### config.mk
export PLATFORM = sky130hd
export DESIGN_NAME = bitty_exec_unit
export DESIGN_NICKNAME = d
export VERILOG_FILES = /design/src/rtl/bitty_exec_unit.sv
export SDC_FILE = /design/constraint.sdc
export NUM_CORES = 1
export LEC_CHECK = 0
export ABC_AREA = 1
export BUFFER_PORTS_ARGS = -buffer_cell sky130_fd_sc_hd__buf_2
export CAP_MARGIN = 20
export CELL_PAD_IN_SITES_DETAIL_PLACEMENT = 1
export CELL_PAD_IN_SITES_GLOBAL_PLACEMENT = 1
export CORE_MARGIN = 3
export CORE_UTILIZATION = 49
export CTS_CLUSTER_DIAMETER = 150
export DETAILED_ROUTE_END_ITERATION = 10
export PLACE_DENSITY_LB_ADDON = 0.1
export REMOVE_ABC_BUFFERS = 1
export SETUP_SLACK_MARGIN = 0.4
export SLEW_MARGIN = 20
export SYNTH_ARGS = -nofsm -noshare
export SYNTH_HDL_FRONTEND = slang
export SYNTH_SLANG_ARGS = --single-unit
### constraint.sdc
create_clock -name clk -period 8 [get_ports clk]
set_clock_uncertainty 0.2 [all_clocks]
set_input_delay 0.8 -clock clk [delete_from_list [all_inputs] [get_ports clk]]
set_output_delay 0.8 -clock clk [all_outputs]
set_load 0.01 [all_outputs]
### src/rtl/bitty_exec_unit.sv
// Execute/control stage behind the Bitty fetch unit: latches an instruction on run,
// executes it against an 8x16 register file and ALU, and reports retirement with done.
module bitty_exec_unit #(
    parameter int NUM_REGS = 8,
    parameter int DATA_W   = 16
) (
    input  logic              clk,
    input  logic              reset,
    input  logic              run,
    input  logic [DATA_W-1:0] instr,
    output logic              done,
    output logic              en_memory_inst,
    output logic [DATA_W-1:0] memory_addr,
    output logic [DATA_W-1:0] last_alu_result,
    input  logic [2:0]        dbg_sel,
    output logic [DATA_W-1:0] dbg_reg
);

    typedef enum logic [2:0] {
        S_IDLE  = 3'd0,
        S_LATCH = 3'd1,
        S_EXEC  = 3'd2,
        S_MEM   = 3'd3,
        S_DONE  = 3'd4
    } state_t;

    state_t            r_state;
    state_t            w_state_nxt;
    logic [DATA_W-1:0] r_ir;
    logic [DATA_W-1:0] r_regs [NUM_REGS];
    logic [DATA_W-1:0] r_last;

    logic [2:0]        w_rx;
    logic [2:0]        w_ry;
    logic [7:0]        w_imm8;
    logic [2:0]        w_alu_sel;
    logic [1:0]        w_fmt;
    logic [DATA_W-1:0] w_a;
    logic [DATA_W-1:0] w_b;
    logic [DATA_W-1:0] w_alu;

    assign w_rx      = r_ir[15:13];
    assign w_ry      = r_ir[12:10];
    assign w_imm8    = r_ir[12:5];
    assign w_alu_sel = r_ir[4:2];
    assign w_fmt     = r_ir[1:0];

    assign w_a = r_regs[w_rx];
    assign w_b = (w_fmt == 2'b01) ? {{(DATA_W-8){1'b0}}, w_imm8} : r_regs[w_ry];

    always_comb begin
        w_alu = '0;
        case (w_alu_sel)
            3'b000: w_alu = w_a + w_b;
            3'b001: w_alu = w_a - w_b;
            3'b010: w_alu = w_a & w_b;
            3'b011: w_alu = w_a | w_b;
            3'b100: w_alu = w_a ^ w_b;
            3'b101: w_alu = w_a << w_b[3:0];
            3'b110: w_alu = w_a >> w_b[3:0];
            default: begin
                if (w_a == w_b)
                    w_alu = DATA_W'(0);
                else if (w_a > w_b)
                    w_alu = DATA_W'(1);
                else
                    w_alu = DATA_W'(2);
            end
        endcase
    end

    always_comb begin
        w_state_nxt = r_state;
        case (r_state)
            S_IDLE:  if (run) w_state_nxt = S_LATCH;
            S_LATCH: begin
                case (w_fmt)
                    2'b10:   w_state_nxt = S_DONE;
                    2'b11:   w_state_nxt = S_MEM;
                    default: w_state_nxt = S_EXEC;
                endcase
            end
            S_EXEC:  w_state_nxt = S_DONE;
            S_MEM:   w_state_nxt = S_DONE;
            S_DONE:  w_state_nxt = S_IDLE;
            default: w_state_nxt = S_IDLE;
        endcase
    end

    always_ff @(posedge clk) begin
        if (reset) begin
            r_state <= S_IDLE;
            r_ir    <= '0;
            r_last  <= '0;
            for (int i = 0; i < NUM_REGS; i++)
                r_regs[i] <= '0;
        end else begin
            r_state <= w_state_nxt;
            if (r_state == S_IDLE && run)
                r_ir <= instr;
            if (r_state == S_EXEC) begin
                r_regs[w_rx] <= w_alu;
                r_last       <= w_alu;
            end
            // Load data arrives on instr because fetch memory is asynchronous.
            if (r_state == S_MEM)
                r_regs[w_rx] <= instr;
        end
    end

    assign done            = (r_state == S_DONE) && !reset;
    assign en_memory_inst  = (r_state == S_MEM) && !reset;
    assign memory_addr     = en_memory_inst ? r_regs[w_ry] : '0;
    assign last_alu_result = r_last;
    assign dbg_reg         = r_regs[dbg_sel];

endmodule

=== Word level (Yosys, flattened, before mapping) ===
Memories as Yosys holds them, arrays and structs flattened. A register that Yosys moved wholly into a read port is not among the register bits.
Cells that the tools add are included.

* Bits in registers: 35
* Latch bits: 0
* Bits in writable memories: 128
* ROM bits: 0
* Input port bits: 22
* Output and inout port bits: 50
* Logic and storage cells: 60
* Memories: 1

{| class="wikitable"
|+ Memory list
! name !! words !! bits a word !! read ports !! clocked after memory_dff !! wr ports !! RTL line !! RTL
|-
| r_regs || 8 || 16 || 3 || 2 || 8 || 30 || <nowiki>logic [DATA_W-1:0] r_regs [NUM_REGS];</nowiki>
|}

* Add/sub/neg operators: 2
* $mul: 0
* Div/mod/pow operators: 0
* Magnitude comparators: 1
* Equality and inequality tests: 15
* Shifts and indexed selects: 2
* Mux-type cells: 24
* Bitwise operators: 4
* Reduce and logical (&&, ||, !) cells: 8

{| class="wikitable"
|+ Operators by type and width
! kind !! count
|-
| case mux 16 bit (7 select lines) || 1
|-
| two-way mux 16 bit || 4
|-
| two-way mux 3 bit || 6
|-
| adder 16 bit || 1
|-
| AND 16 bit || 1
|-
| equality test 16 bit || 1
|-
| greater-than comparator 16 bit || 1
|-
| bitwise OR 16 bit || 1
|-
| OR reduction 16 bit || 1
|-
| left shift 16 x 4 -> 16 bit || 1
|-
| >> shifter 16 x 4 -> 16 bit || 1
|-
| subtractor 16 bit || 1
|-
| bitwise XOR 16 bit || 1
|-
| equality test 3 x 2 -> 1 bit, second input constant || 4
|-
| equality test 3 bit, second input constant || 4
|-
| two-way mux 1 bit || 9
|-
| case mux 3 bit (3 select lines) || 1
|-
| equality test 3 x 1 -> 1 bit, second input constant || 2
|-
| logical NOT 3 bit || 2
|-
| case mux 3 bit (2 select lines) || 1
|-
| equality test 2 bit, second input constant || 2
|-
| two-way mux 2 bit || 2
|-
| logical AND 1 bit || 3
|-
| equality test 2 x 1 -> 1 bit, second input constant || 1
|-
| other kinds (4) || 4
|}

=== Logic depth before layout (Yosys ltp) ===
Gate-level depths: netlist of the first run.

* Word-level depth: 8
* Depth in mapped cells: 27
* Gate-level depth less buffers: 25

=== Worst setup path before layout of the first run ===
OpenSTA, ideal clock, no wires.

* Kind: reg-to-reg
* Start point: register (tool-made name)
* End point: memory r_regs[0][10], data pin
* Setup time: 266 ps
* Data arrival time: 3366 ps
* Required time: 7534 ps
* Setup slack: 4168 ps
* Cell stages (with the launch flop): 24
* Buffers on the path: 5
* Period minus slack after synthesis: 3832 ps
* Cells stage by stage: dfxtp_1 > buf_6 > buf_2 > clkbuf_1 > buf_1 > o211ai_1 > nand3_1 > o21ai_0 > nor2_1 > inv_1 > ha_1 > clkbuf_1 > nor2_1 > nand2_1 > o311ai_1 > nand2_1 > nand2_1 > nor2_1 > nor2_1 > nand2_1 > inv_1 > nand4_1 > nand2_2 > nor2_1

{| class="wikitable"
|+ RTL lines
! element !! RTL line
|-
| to (decl) || 30
|}

==> out/metrics.yaml, run 1 <==
post-route-period-util_pct: 73.4
synth_warnings: 0
io_pins: 72
path_cells: "buf_4 -> clkinv_1 -> a21oi_1 -> o21ai_0 -> nand3_1 -> nand2_1 -> nand2_1 -> nand2_4 -> inv_2 -> ha_1 -> inv_1 -> o21ai_0 -> a21oi_1 -> o21ai_0 -> nand2_1 -> a21oi_1 -> nor3_1 -> nor2_1 -> nand3_1 -> mux2i_4 -> nor2_1"
ys_ff_latch: 169
setup_viol: 0
endpoint_kind: "flop"
die_w_um: 172
drtPass1Iterations: 5
p_per_area_nw_per_um2: 279
synth_cell_types: 47
drive_gt1_share_pct: 8.75
routed_wl_um: 58500
rows: 60
async_flop_share_pct: 0
max_freq_mhz: 170
vdd_drop_max_mv: 0.153
fill_cells: 3652
relSlewSlack_pct: 21.2
cts_root_buf: "clkbuf_16"
vias_per_cell: 6.48
maxCapViolations: 0
drc: 0
port_buffers: 71
gp_congestion: 0.994
cts.sinks: 169
syn_avg_cell_area_um2: 6.75
fin_setup_tns_ns: 0
critPathMaxStageDelay_ns: 0.57
startpoint_type: "flop"
die-area_um2: 29600
fp.dieH_um: 172
grt_max_degree: 77
dp_cells: 2310
grt_pass1_wl_um: 87400
ys_seq_area_share_pct: 34.6
antenna_found_initial: 2
critPathKind: "flop to flop"
netlist_instances: 1998
instances_no_fill: 2342
grt_pass1_vias: 15024
insertion_delay_ns: 0.45
drt_iter0_drc: 1749
critPathSlowestCell: "clkinv_1"
path_max_fanout: 56
wl_per_cell_um: 25.0
htreeDepth: 4
cp.arrival_ns: 5.81
cts_buffers: 17
areaGrowthSynthToFinish_pct: 7.32
synth_edf_count: 128
hold_class: "flop to flop"
outcome: "finished clean"
tightestPinTransition_ns: 1.18
initial_core_util_pct: 49.9
grtUsageTotal_pct: 39.2
hold_viol_final: 0
slew_viol_final: 0
synth.cell_area_um2: 13500
crit_required_ns: 7.93
grt_setup_unrepaired: "false"
ctsLongestPathBuffers: 2
cts_tree: "yes"
cts_resized: 0
ys.flop_type: "edfxtp_1"
drtAntennaViolNets: 0
min_period_ns: 5.87
cts.clk_slew.worst_paths_ns: 0.08
total_power_uw: 4040
p_leak_uw: 0.00623
cts_hold_buf: 0
nets: 2062
postCtsSetupBuffers: 0
post-dp-hpwl_um: 40100
coreArea_um2: 27000
n_antenna_cell: 0
via_count: 15171
overflow: 0
## registers in the layout, indices dropped and copies added (netlist names), named ones only
name / cells
last_alu_result: 16
r_ir: 16
r_state: 3
r_regs: 128
## worst max-delay path, delay by kind of cell (launching register included)
family | cells | cell delay (ns)
muxes | 1 | 0.42
buffers and inverters | 4 | 1.69
DFF | 1 | 0.32
AOI/OAI and AO/OA | 6 | 1.14
and+or+nand+nor | 9 | 1.43
adders and majority gates | 1 | 0.32
## metal layers
| layer | GRT usage [%] | wire (um) | up-vias | part of all wire [%] |
|---|---|---|---|---|
| met5 | 0 | 25 | - | 0.043 |
| met4 | 16.3 | 2260 | 4 | 3.9 |
| met3 | 7.54 | 6430 | 152 | 11 |
| met2 | 60.5 | 25500 | 879 | 44 |
| met1 | 54.2 | 24300 | 7402 | 42 |
| li1 | - | - | 6734 | - |
## layout make-up
cell class                      count  area (um^2)  area share (%)
Multi-Input combinational cell   1512         7510            51.9
Sequential cell                   169         4670            32.2
Inverter                          198          743            5.13
Timing Repair Buffer               90          505            3.49
Tap cell                          341          427            2.95
Clock buffer                       17          425            2.94
Clock inverter                     15          201            1.39
## stage by stage
step / util (%) / worst slack (ns) / hold slack [ns] / area, um^2
final: 53.6 / 2.13 / 0.285 / 14500
after detailed placement: 51.2 / 2.44 / 0.261 / 13800
after floorplan: - / 2.19 / 0.232 / 12900
after global routing: 53.6 / 1.93 / 0.290 / 14500
after CTS: 53.6 / 2.41 / 0.279 / 14500
after global placement: 51.2 / 2.44 / 0.246 / 13800
## final timing paths
kind | from | to | slack (ns) | depth (start not counted)
setup / recovery | flop | r_regs[6][8]$_SDFFCE_PN0P_ | 2.13 | 21
setup reg to reg | flop | r_regs[6][8]$_SDFFCE_PN0P_ | 2.13 | 21
hold reg to reg | r_ir[5]$_SDFFE_PP0P_ | r_ir[5]$_SDFFE_PP0P_ | 0.28 | 2
hold / removal | r_ir[5]$_SDFFE_PP0P_ | r_ir[5]$_SDFFE_PP0P_ | 0.28 | 2
## cells in the mapped netlist, drive strengths merged, types with 11 or more instances
cell type | number | area share [%]
a21oi | 172 | 6.4
a31oi | 25 | 1.2
buf | 56 | 2.6
clkbuf | 63 | 1.8
dfxtp | 41 | 6.1
edfxtp | 128 | 28
ha | 50 | 4.6
inv | 194 | 5.4
nand2 | 411 | 12
nand3 | 235 | 8.8
nand4 | 13 | 0.60
nor2 | 269 | 7.6
nor3 | 17 | 0.67
o211ai | 30 | 1.7
o21ai | 234 | 8.7
or2 | 11 | 0.51
## cell families (layout without fill, tap and decap cells)
logic type	count (synthesis)	after routing	share of synthesized area, %
muxes	2	2	0.334
buffers and inverters	317	320	9.86
and+or+nand+nor	959	959	30.1
xor gates and xnor gates	1	1	0.0649
adders and majority gates	52	52	4.93
DFF	169	169	34.6
AOI/OAI and AO/OA	498	498	20.1
## placed cells by master (no fill, tap or decap), types with 30 or more instances in the layout
| cell | netlist | layout |
|---|---|---|
| ha_1 | 50 | 50 |
| nand3_1 | 233 | 233 |
| buf_2 | 31 | 71 |
| a21oi_1 | 172 | 172 |
| dfxtp_1 | 41 | 38 |
| inv_1 | 189 | 189 |
| o211ai_1 | 30 | 30 |
| o21ai_0 | 226 | 226 |
| edfxtp_1 | 128 | 128 |
| nand2_1 | 396 | 394 |
| nor2_1 | 264 | 263 |
## power by group
group / switching, uW / internal [uW] / total (uW)
Sequential: 41.0 / 993 / 1030
Combinational: 1570 / 532 / 2100
Clock: 445 / 457 / 902
(Power assumes the default switching activity.)
==> run 2, diff against run 1 <==
--- a/config.mk
+++ b/config.mk
@@ -11,7 +11,7 @@
 export CELL_PAD_IN_SITES_DETAIL_PLACEMENT = 1
 export CELL_PAD_IN_SITES_GLOBAL_PLACEMENT = 1
 export CORE_MARGIN = 3
-export CORE_UTILIZATION = 49
+export CORE_UTILIZATION = 45
 export CTS_CLUSTER_DIAMETER = 150
 export DETAILED_ROUTE_END_ITERATION = 10
 export PLACE_DENSITY_LB_ADDON = 0.1
==> constraint.sdc (replaced) <==
create_clock -name clk -period 6.12 [get_ports clk]
set_clock_uncertainty 0.2 [all_clocks]
set_input_delay 0.612 -clock clk [delete_from_list [all_inputs] [get_ports clk]]
set_output_delay 0.612 -clock clk [all_outputs]
set_load 0.01 [all_outputs]
==> out/metrics.yaml, run 2 (synthesis gave the netlist of run 1 again) <==
wl_per_cell_um: 24.6  # was 25.0 um
final_common_cell: "nand2_1"  # unchanged
routed_wl_um: 58600  # was 58500 um
critPathKind: "flop to flop"  # unchanged
postCtsSetupBuffers: 0  # unchanged
initial_core_util_pct: 46.4  # was 49.9%
cts_buffers: 17  # unchanged
hp-start: "instr[1]"  # was r_ir[5]$_SDFFE_PP0P_
hold_viol_final: 0  # unchanged
cp.arrival_ns: 5.27  # was 5.81 ns
min_period_ns: 5.33  # was 5.87 ns
max_freq_mhz: 187  # was 170 MHz
grtUsageTotal_pct: 36.7  # was 39.2%
tightestPinTransition_ns: 1.13  # was 1.18 ns
instances_no_fill: 2387  # was 2342
post-dp-hpwl_um: 40800  # was 40100 um
grt_setup_unrepaired: "false"  # unchanged
outcome: "finished clean"  # unchanged
startpoint_type: "flop"  # unchanged
cts_root_buf: "clkbuf_16"  # unchanged
r2r_cells: 20  # was 21
maxCapViolations: 0  # unchanged
slew_viol_final: 0  # unchanged
setup_viol: 0  # unchanged
via_count: 15024  # was 15171
drt_iter0_drc: 1700  # was 1749
overflow: 0  # unchanged
drtPass1Iterations: 5  # unchanged
placed_cell_area_um2: 13900  # was 13800 um^2
insertion_delay_ns: 0.44  # was 0.45 ns
drc: 0  # unchanged
vias_per_cell: 6.29  # was 6.48
r2r_setup_slack_ns: 0.79  # was 2.13 ns
r2r_end: "r_regs[5][8]$_SDFFCE_PN0P_"  # was r_regs[6][8]$_SDFFCE_PN0P_
areaGrowthSynthToFinish_pct: 7.74  # was 7.32%
drive_gt1_share_pct: 8.99  # was 8.75%
gp_congestion: 1.01  # was 0.994
path_max_fanout: 38  # was 56
min_path_cells: 3  # was 2
antenna_found_initial: 1  # was 2
final_cell_mix: "nand2_1, nor2_1, nand3_1"  # unchanged
cts_hold_buf: 0  # unchanged
cts_tree: "yes"  # unchanged
fin_setup_tns_ns: 0  # unchanged
finish.instance_area_um2: 14500  # about the same
grt_pass1_vias: 14902  # was 15024
die_w_um: 179  # was 172 um
p_leak_uw: 0.00622  # was 0.00623 uW
total_power_uw: 5270  # was 4040 uW
io_pins: 72  # unchanged
fill_cells: 3862  # was 3652
grt_max_degree: 101  # was 77
cts.sinks: 169  # unchanged
die-area_um2: 32100  # was 29600 um^2
largest_register_ffs: 128  # unchanged
post-route-period-util_pct: 87.2  # was 73.4%
endpoint_kind: "flop"  # unchanged
htreeDepth: 4  # unchanged
hold_class: "input port to flop"  # was flop to flop
port_buffers: 71  # unchanged
grt_pass1_wl_um: 88700  # was 87400 um
crit_required_ns: 6.06  # was 7.93 ns
nets: 2066  # was 2062
ctsLongestPathBuffers: 2  # unchanged
worst_hold_path.endpoint: "r_ir[1]$_SDFFE_PP0P_"  # was r_ir[5]$_SDFFE_PP0P_
vdd_drop_max_mv: 0.233  # was 0.153 mV
fp.dieH_um: 179  # was 172 um
rows: 62  # was 60
relSlewSlack_pct: 24.5  # was 21.2%
coreArea_um2: 29100  # was 27000 um^2
cts_resized: 0  # unchanged
n_antenna_cell: 0  # unchanged
p_per_area_nw_per_um2: 362  # was 279 nW/um^2
dp_cells: 2357  # was 2310
cts.clk_slew.worst_paths_ns: 0.07  # was 0.08 ns
largest-register: "r_regs"  # unchanged
drtAntennaViolNets: 0  # unchanged
## run 2: changes by cell type in the layout (fill, tap and decap cells not counted), sizes merged
cell and delta:
bufinv +1, clkinvlp +2, clkinv -3, buf +4, inv -2
## run 2: metrics by stage
step | setup WS [ns] | hold WS (ns) | utilization [%]
2_1_floorplan | 0.307 | 0.232 | -
3_3_place_gp | 1.09 | 0.255 | 47.9
3_5_place_dp | 1.02 | 0.256 | 47.9
4_1_cts | 0.950 | 0.265 | 49.9
5_1_grt | 0.569 | 0.290 | 50.0
6_report | 0.786 | 0.277 | 50.0
## run 2: worst max-delay path: stages (launching register included)
cell	delay (ns)
dfxtp_2	0.33
clkinv_1	0.41
a21oi_1	0.27
o21ai_0	0.11
nand3_1	0.10
nand2_1	0.10
nand2_1	0.12
nand2_4	0.28
inv_2	0.53
ha_1	0.32
inv_1	0.08
o21ai_0	0.07
a21oi_1	0.10
o21ai_0	0.47
nand2_1	0.15
a21oi_1	0.18
nor3_1	0.08
nor2_1	0.27
nand3_1	0.28
mux2i_4	0.44
nor2_1	0.10
## run 2: worst max path at each step
stage          from                         end  slack, ns  depth (start not counted)
6_report       flop  r_regs[5][8]$_SDFFCE_PN0P_       0.79                         20
5_1_grt        flop  r_regs[5][8]$_SDFFCE_PN0P_       0.57                         19
4_1_cts        flop  r_regs[5][8]$_SDFFCE_PN0P_       0.95                         22
3_5_place_dp   flop  r_regs[5][8]$_SDFFCE_PN0P_       1.02                         22
3_3_place_gp   flop  r_regs[6][8]$_SDFFCE_PN0P_       1.09                         22
2_1_floorplan  flop  r_regs[0][8]$_SDFFCE_PN0P_       0.31                         18
## run 2: area by class of cell
class	instances	area, um^2	area share, %
flip-flops and latches	169	4670	32.1
clock buffers	17	425	2.93
repair buffers	94	541	3.72
clock inverters	13	165	1.14
inverters	198	743	5.11
multi-input cells	1512	7520	51.7
well taps	384	480	3.30
## run 2: layer usage
metal / routed length (um) / global-route usage [%] / up-vias
met5: 13 / 0 / -
met4: 1840 / 12.9 / 2
met3: 6020 / 7.07 / 125
met2: 25400 / 56.1 / 793
met1: 25400 / 51.9 / 7379
li1: - / - / 6725
## run 2: power breakdown
group	switching [uW]	internal, uW	total [uW]
Clock	517	612	1130
Combinational	2080	708	2790
Sequential	49.9	1300	1350
